## src/rtl/param_cache.sv

```systemverilog
// Direct-mapped, write-through, no-write-allocate cache with single-word lines.
// Optional hit/miss counters are compiled in when CACHE_STATS_EN is defined.
module param_cache #(
    parameter int DATA_W = 32,
    parameter int ADDR_W = 32,
    parameter int LINES  = 32
) (
    input  logic              clk,
    input  logic              rst_n,
    input  logic              req,
    input  logic              wr,
    input  logic [ADDR_W-1:0] addr,
    input  logic [DATA_W-1:0] data,
    output logic              ready,
    output logic [DATA_W-1:0] q,
    output logic              q_valid,
    output logic              done,
    output logic              hit,
    output logic              mem_req,
    output logic              mem_we,
    output logic [ADDR_W-1:0] mem_addr,
    output logic [DATA_W-1:0] mem_wdata,
    input  logic              mem_ack,
    input  logic [DATA_W-1:0] mem_rdata
`ifdef CACHE_STATS_EN
    ,
    input  logic              stats_clr,
    output logic [31:0]       hit_cnt,
    output logic [31:0]       miss_cnt
`endif
);
    localparam int IDX_W = $clog2(LINES);
    localparam int TAG_W = ADDR_W - IDX_W;

    typedef enum logic [2:0] {IDLE, LOOKUP, RD_MISS, WR_THRU, RESP} state_t;
    state_t state, state_nx;

    logic              wr_r;
    logic [ADDR_W-1:0] addr_r;
    logic [DATA_W-1:0] data_r;
    logic              hit_r;
    logic [LINES-1:0]  valid;
    logic [TAG_W-1:0]  tags  [LINES];
    logic [DATA_W-1:0] lines [LINES];

    logic [IDX_W-1:0] idx;
    logic [TAG_W-1:0] tag;
    logic             lookup_hit;
    logic             ack;

    assign idx        = addr_r[IDX_W-1:0];
    assign tag        = addr_r[ADDR_W-1:IDX_W];
    assign lookup_hit = valid[idx] && (tags[idx] == tag);
    // An ack arriving while no request is outstanding is ignored.
    assign ack        = mem_req && mem_ack;

    always_ff @(posedge clk or negedge rst_n) begin
        if (!rst_n) state <= IDLE;
        else        state <= state_nx;
    end

    always_comb begin
        state_nx = state;
        ready    = 1'b0;
        done     = 1'b0;
        hit      = 1'b0;
        q_valid  = 1'b0;
        case (state)
            IDLE: begin
                ready = 1'b1;
                if (req) state_nx = LOOKUP;
            end
            LOOKUP: begin
                if (wr_r)            state_nx = WR_THRU;
                else if (lookup_hit) state_nx = RESP;
                else                 state_nx = RD_MISS;
            end
            RD_MISS, WR_THRU: if (ack) state_nx = RESP;
            RESP: begin
                done     = 1'b1;
                hit      = hit_r;
                q_valid  = !wr_r;
                state_nx = IDLE;
            end
            default: state_nx = IDLE;
        endcase
    end

    always_ff @(posedge clk or negedge rst_n) begin
        if (!rst_n) begin
            wr_r      <= 1'b0;
            addr_r    <= '0;
            data_r    <= '0;
            hit_r     <= 1'b0;
            valid     <= '0;
            q         <= '0;
            mem_req   <= 1'b0;
            mem_we    <= 1'b0;
            mem_addr  <= '0;
            mem_wdata <= '0;
        end else begin
            case (state)
                IDLE: if (req) begin
                    wr_r   <= wr;
                    addr_r <= addr;
                    data_r <= data;
                end
                LOOKUP: begin
                    hit_r <= lookup_hit;
                    if (!wr_r && lookup_hit) begin
                        q <= lines[idx];
                    end else begin
                        // Every write goes to memory; only read hits skip it.
                        mem_req   <= 1'b1;
                        mem_we    <= wr_r;
                        mem_addr  <= addr_r;
                        mem_wdata <= data_r;
                    end
                end
                RD_MISS: if (ack) begin
                    mem_req    <= 1'b0;
                    valid[idx] <= 1'b1;
                    q          <= mem_rdata;
                end
                WR_THRU: if (ack) mem_req <= 1'b0;
                default: ;
            endcase
        end
    end

    // Line storage carries no reset; the valid bits alone qualify it.
    always_ff @(posedge clk) begin
        if (state == LOOKUP && wr_r && lookup_hit) begin
            lines[idx] <= data_r;
        end else if (state == RD_MISS && ack) begin
            lines[idx] <= mem_rdata;
            tags[idx]  <= tag;
        end
    end

`ifdef CACHE_STATS_EN
    always_ff @(posedge clk or negedge rst_n) begin
        if (!rst_n) begin
            hit_cnt  <= '0;
            miss_cnt <= '0;
        end else if (stats_clr) begin
            hit_cnt  <= '0;
            miss_cnt <= '0;
        end else if (state == RESP) begin
            if (hit_r) begin
                if (hit_cnt != 32'hFFFF_FFFF) hit_cnt <= hit_cnt + 32'd1;
            end else begin
                if (miss_cnt != 32'hFFFF_FFFF) miss_cnt <= miss_cnt + 32'd1;
            end
        end
    end
`endif

endmodule

```

## config.mk

```make
export PLATFORM = sky130hd
export DESIGN_NAME = param_cache
export DESIGN_NICKNAME = d
export VERILOG_FILES = /design/src/rtl/param_cache.sv
export SDC_FILE = /design/constraint.sdc
export NUM_CORES = 2
export LEC_CHECK = 0
export CAP_MARGIN = 30
export CORE_ASPECT_RATIO = 0.6
export CORE_MARGIN = 2
export CORE_UTILIZATION = 60
export CTS_CLUSTER_SIZE = 12
export DETAILED_ROUTE_END_ITERATION = 12
export PLACE_DENSITY_LB_ADDON = 0.3
export SETUP_SLACK_MARGIN = 0.3
export SYNTH_ARGS = -nofsm -noshare
export SYNTH_HDL_FRONTEND = slang
export SYNTH_SLANG_ARGS = --single-unit
```

## constraint.sdc

```tcl
create_clock -name clk -period 16.5 [get_ports clk]
set_clock_uncertainty 0.05 [all_clocks]
set_input_delay 2.475 -clock clk [delete_from_list [all_inputs] [get_ports clk]]
set_output_delay 2.475 -clock clk [all_outputs]
set_load 0.02 [all_outputs]
```

Word-level counts from Yosys, hierarchy flattened --
Memories as Yosys holds them, arrays and structs flattened. Index checks and enable logic that the tools add are counted. W data, S select, Z words.
Storage, ports and cells: flip-flop bits (word level) 199, RAM bits 1888, input port bits 101, logic and storage cells 71, memories 2
Memory list:
- lines | depth 32, width 32, read ports 1, clocked after Yosys merged registers in 0, write ports 1, RTL line 44 | logic [DATA_W-1:0] lines [LINES];
- tags | depth 32, width 27, read ports 1, clocked after Yosys merged registers in 0, write ports 1, RTL line 43 | logic [TAG_W-1:0] tags [LINES];
Operators by class: magnitude comparators 2, equal/unequal tests 10, muxes and demuxes 25, bitwise operators 3, reduce and logical (&&, ||, !) cells 18
Operators by type and width (number):
- $mux W32 | 3
- $pmux W32 S2 | 1
- $or A32 B32 Y32 | 1
- $eq A27 B27 Y1 | 1
- $mux W1 | 13
- $mux W3 | 4
- $pmux W3 S3 | 1
- $ne A2 B2 Y1 const B | 4
- $reduce_and A2 Y1 | 4
- $logic_and A1 B1 Y1 | 7
- $eq A3 B2 Y1 const B | 2
- $lt A5 B6 Y1 const B | 1
- $reduce_and A3 Y1 | 2
- $bmux W1 S5 | 1
- $demux W1 S5 | 1
- $ge A5 B1 Y1 const B | 1
- $reduce_bool A2 Y1 | 2
- $eq A3 B1 Y1 const B | 1
- $eq A3 B3 Y1 const B | 1
- $logic_not A3 Y1 | 1
- $ne A2 B1 Y1 const B | 1
- $pmux W1 S2 | 1
- $reduce_or A2 Y1 | 1
- $logic_not A1 Y1 | 1
- 2 further kinds | 2

Longest topological paths before layout --
word-level depth 7, depth in mapped cells 15

Least setup slack after synthesis --
No wires, ideal clock.
path kind input -> register, start in mem_ack, end mem lines[10][0] (enable), library setup time 461 ps, arrival 5524 ps, data required time 15989 ps, slack 10465 ps, cell stages on the path 5, path buffers 1, path through nand2_1 nor2_1 a21oi_1 clkbuf_1 nor3_1
Between the ends: cells in the longest elaborated chain, start to end 6
Ends and longest elaborated chain:
- start, declared | RTL line 23 | input logic mem_ack,
- $logic_and A1 B1 Y1 | RTL line 55 | assign ack = mem_req && mem_ack;
- $logic_and A1 B1 Y1 | RTL line 135 | end else if (state == RD_MISS && ack) begin
- $mux W1 | RTL line 135
- $mux W1 | RTL line 133 | if (state == LOOKUP && wr_r && lookup_hit) begin
- $mux W1 (not written as such) | RTL line 136 | lines[idx] <= mem_rdata;
- $or A1 B1 Y1 (no line)
- end, declared | RTL line 44
No other way between the ends.

Worst setup path in the final report --
start reg addr_r[1], end mem lines[13][28] (enable)
Between the ends: cells in the longest elaborated chain, start to end 7, elaborated cells on any way between the ends 11
Ends and longest elaborated chain:
- start, declared | RTL line 39 | logic [ADDR_W-1:0] addr_r;
- start signal, assigned | RTL line 105 | addr_r <= addr;
- $mem_v2 Z32 W27 / $bmux W1 S5 (equally long branches)
- $eq A27 B27 Y1 / $mux W1 (equally long branches) | RTL line 53 | assign lookup_hit = valid[idx] && (tags[idx] == tag);
- $logic_and A1 B1 Y1 | RTL line 53
- $logic_and A1 B1 Y1 | RTL line 133
- $mux W1 | RTL line 133
- $mux W1, on equally long branches | RTL line 134, 136
- $or A1 B1 Y1 (no line)
Several ways; a longest one is shown, not always the timed one. The select of a mux whose other input is x is not followed.

==> run metrics <==
Resized Gates After CTS=0; CP Capture Type=flop; sequential cell area=61700 sq um; WP data required=16890 ps; Num Clock Sinks=2087; area growth from synthesis to layout=13.0%; Crit. Startpoint=addr_r[1]; H-tree depth=4; GRT Util Overall=0.311; Worst path max stage delay=800 ps; Seq/Total Area, Yosys=0.763; crit path kind=flop to flop; Worst path slowest cell=dfrtp_4; Tot Pwr=16.4 mW; Hold WC Path Type=flop to flop; multi-input logic area=18400 sq um; Post-synth EDFFs=1888; initial core utilization=0.604; TritonCTS clock tree=yes; RSZ-0062 raised after global routing=false; PwrDens=180 nW/um^2; critical-path cell list=buf_4 -> buf_4 -> mux2i_1 -> o22ai_1 -> nor4_1 -> a21oi_1 -> a211oi_1 -> and4_1 -> and4_1 -> a21oi_4 -> buf_12 -> nor3_2 -> buf_4; startpoint types=flop; estimated wirelength of the detail-placed design=116 mm; Mapped Area=80800 sq um; first drt pass iteration count=6; Final setup violation count=0; R2R Path Start=addr_r[1]; min Tclk post-route=6740 ps; worst slew pin tran=1050 ps; Post-Syn Instances=4015; residual DRC count=0; CTS root buf=clkbuf_16; Fmax=0.148 GHz; core outline area=134000 sq um; most common cell after layout, fill and taps aside=edfxtp_1; setup ws final=9760 ps; clock latency on the worst-skew pair=820 ps; post-synth top area share=0.702; CP max FO=44; cell accounting for the most synthesized area=edfxtp_1; DIE HEIGHT=288 um; Lkg Pwr=30.6 nW; crit path DAT=7130 ps; max-cap violations=0; status=finished, final reports clean; R2R Path End=lines[13][28]; placed cell areas=85700 sq um; number of fill cells=8184; post-synth cell types=64; Synth Warn #=0; Slew headroom=0.299; initial antenna violation count=10; first-pass GRT wire length=302 mm; Starting DRT DRC Count=6544; Port Buf Inserts=202; nets@finish=4447; setup repair bufs after CTS=0; Routability Congestion=0.834; CTS Buffer Depth=3; Top cell by count, worst path=buf_4; grt total ovfl=0; Final Cycle Share=0.408; commonest cells after routing, fill and taps aside=1888 x edfxtp_1, 463 x mux2i_1, 270 x mux4_2; WL/cell=34.0 um; via/cell ratio=6.74; worst reg-to-reg setup slack=9760 ps; CTS buffer count=194; WHS=410 ps; final wirelength=214 mm; setup TNS=0 ps; number of global-route vias before repair=41500; top cells by area, synth=edfxtp_1 70%, mux4_2 7.5%, dfrtp_1 6.2%; I/O pin count=203; via count=42500; Horiz. Die Dim=478 um; pin count of the biggest net entering global routing=133; die area=138000 sq um; ys async rst share=0.0954; Setup crit end=lines[13][28]; fraction of layout cells with a size suffix above 1=0.221; Top FF cell, synth=edfxtp_1; Final Cell Area=91300 sq um; Peak VDD IR=149 uV; post-route ant nets=0; Reg2Reg Depth=13; Setup Slack @ Placement=10080 ps; #FFs+latches synth=2087; row cnt=104; Avg Cell Area, Syn=20.1 sq um; Slew Limit Fails=0; Post-Syn Nets=4116; Final Hold Fails=0; Worst-path clk slew=60 ps; CTS hold repair buffers=0
-- power breakdown --
| part | internal (mW) | leakage, nW | switching [mW] |
|---|---|---|---|
| clock network | 2.23 | 2.67 | 1.88 |
| logic | 2.02 | 8.56 | 3.14 |
| registers | 6.83 | 19.4 | 0.332 |
| total | 11.1 | 30.6 | 5.35 |
-- through the flow --
stage / instances / utilization
6_report: 6296 / 0.682
2_1_floorplan: 4015 / -
5_1_grt: 6294 / 0.682
3_5_place_dp: 5950 / 0.640
3_3_place_gp: 5948 / 0.639
4_1_cts: 6291 / 0.681
-- how the worst min path moves through the flow --
stage,startpoint,endpoint,slack (ps),cells after the start
2_1_floorplan,valid[10],valid[10],380,1
3_3_place_gp,valid[22],valid[22],390,1
3_5_place_dp,valid[6],valid[6],400,1
4_1_cts,valid[6],valid[6],410,1
5_1_grt,valid[21],valid[21],430,1
6_report,valid[6],valid[6],410,1
-- layer usage --
layer  track usage  wire (um)  vias to the layer above
met5             0          0                        -
li1              -          -                    17100
met4         0.100       6670                        0
met3        0.0886      31100                      429
met2         0.440      92100                     3090
met1         0.474      83900                    21800
-- cells by family (layout without fill, tap and decap cells) --
kind of cell    Yosys count  after routing  synth area share
compound gates          392            392            0.0322
xor+xnor                  4              4          0.000433
buf+inv                 234            710            0.0156
flops                  2087           2087             0.763
mux                     952            952             0.165
other cells               0              3                 0
simple gates            346            346            0.0237
-- cell usage after synthesis (4+ instances only) --
cell / n
nor2_1: 85
nand2b_1: 6
nand3_1: 5
o22ai_2: 5
mux2_2: 180
or4b_1: 4
nor3_1: 36
buf_2: 110
nand4bb_1: 6
nor4_1: 61
nand3b_1: 4
buf_12: 5
a311oi_1: 4
o32a_1: 4
o211ai_1: 7
o22ai_1: 215
dfrtp_1: 199
and3_1: 19
nor2b_1: 5
and2_1: 6
xor2_1: 4
a21o_1: 6
and4_1: 4
o21ai_0: 20
mux2_4: 38
inv_1: 7
a21oi_1: 44
or2_2: 34
a31oi_1: 4
nand2_1: 53
a41oi_1: 8
clkbuf_1: 58
buf_1: 22
mux4_2: 270
buf_4: 21
a221oi_1: 7
a22oi_1: 51
edfxtp_1: 1888
buf_6: 11
mux2i_1: 463
-- final cells by class --
type | count | share of cell area
tap | 1802 | 0.0247
sequential | 2087 | 0.676
clock inverter | 13 | 0.00173
inverter | 7 | 0.000288
clock buffer | 328 | 0.0596
antenna | 3 | 0.0000822
timing repair buffer | 362 | 0.0370
multi-input combinational | 1694 | 0.201
-- sequential cells by signal, indices dropped and copies added (netlist names) --
signal	count
addr_r	32
data_r	32
hit_r	1
lines	1024
mem_addr	32
mem_req	1
mem_wdata	32
mem_we	1
q	32
state	3
tags	864
valid	32
wr_r	1
-- critical path: cells and delay by family, from the launching register on --
family / cells / cell delay [ps]
AO/OA/AOI/OAI: 4 / 1110
buffers and inverters: 4 / 2250
AND/OR/NAND/NOR: 4 / 1690
multiplexers: 1 / 280
flip-flops: 1 / 800
No activity file was read; power rests on OpenSTA's default activity.
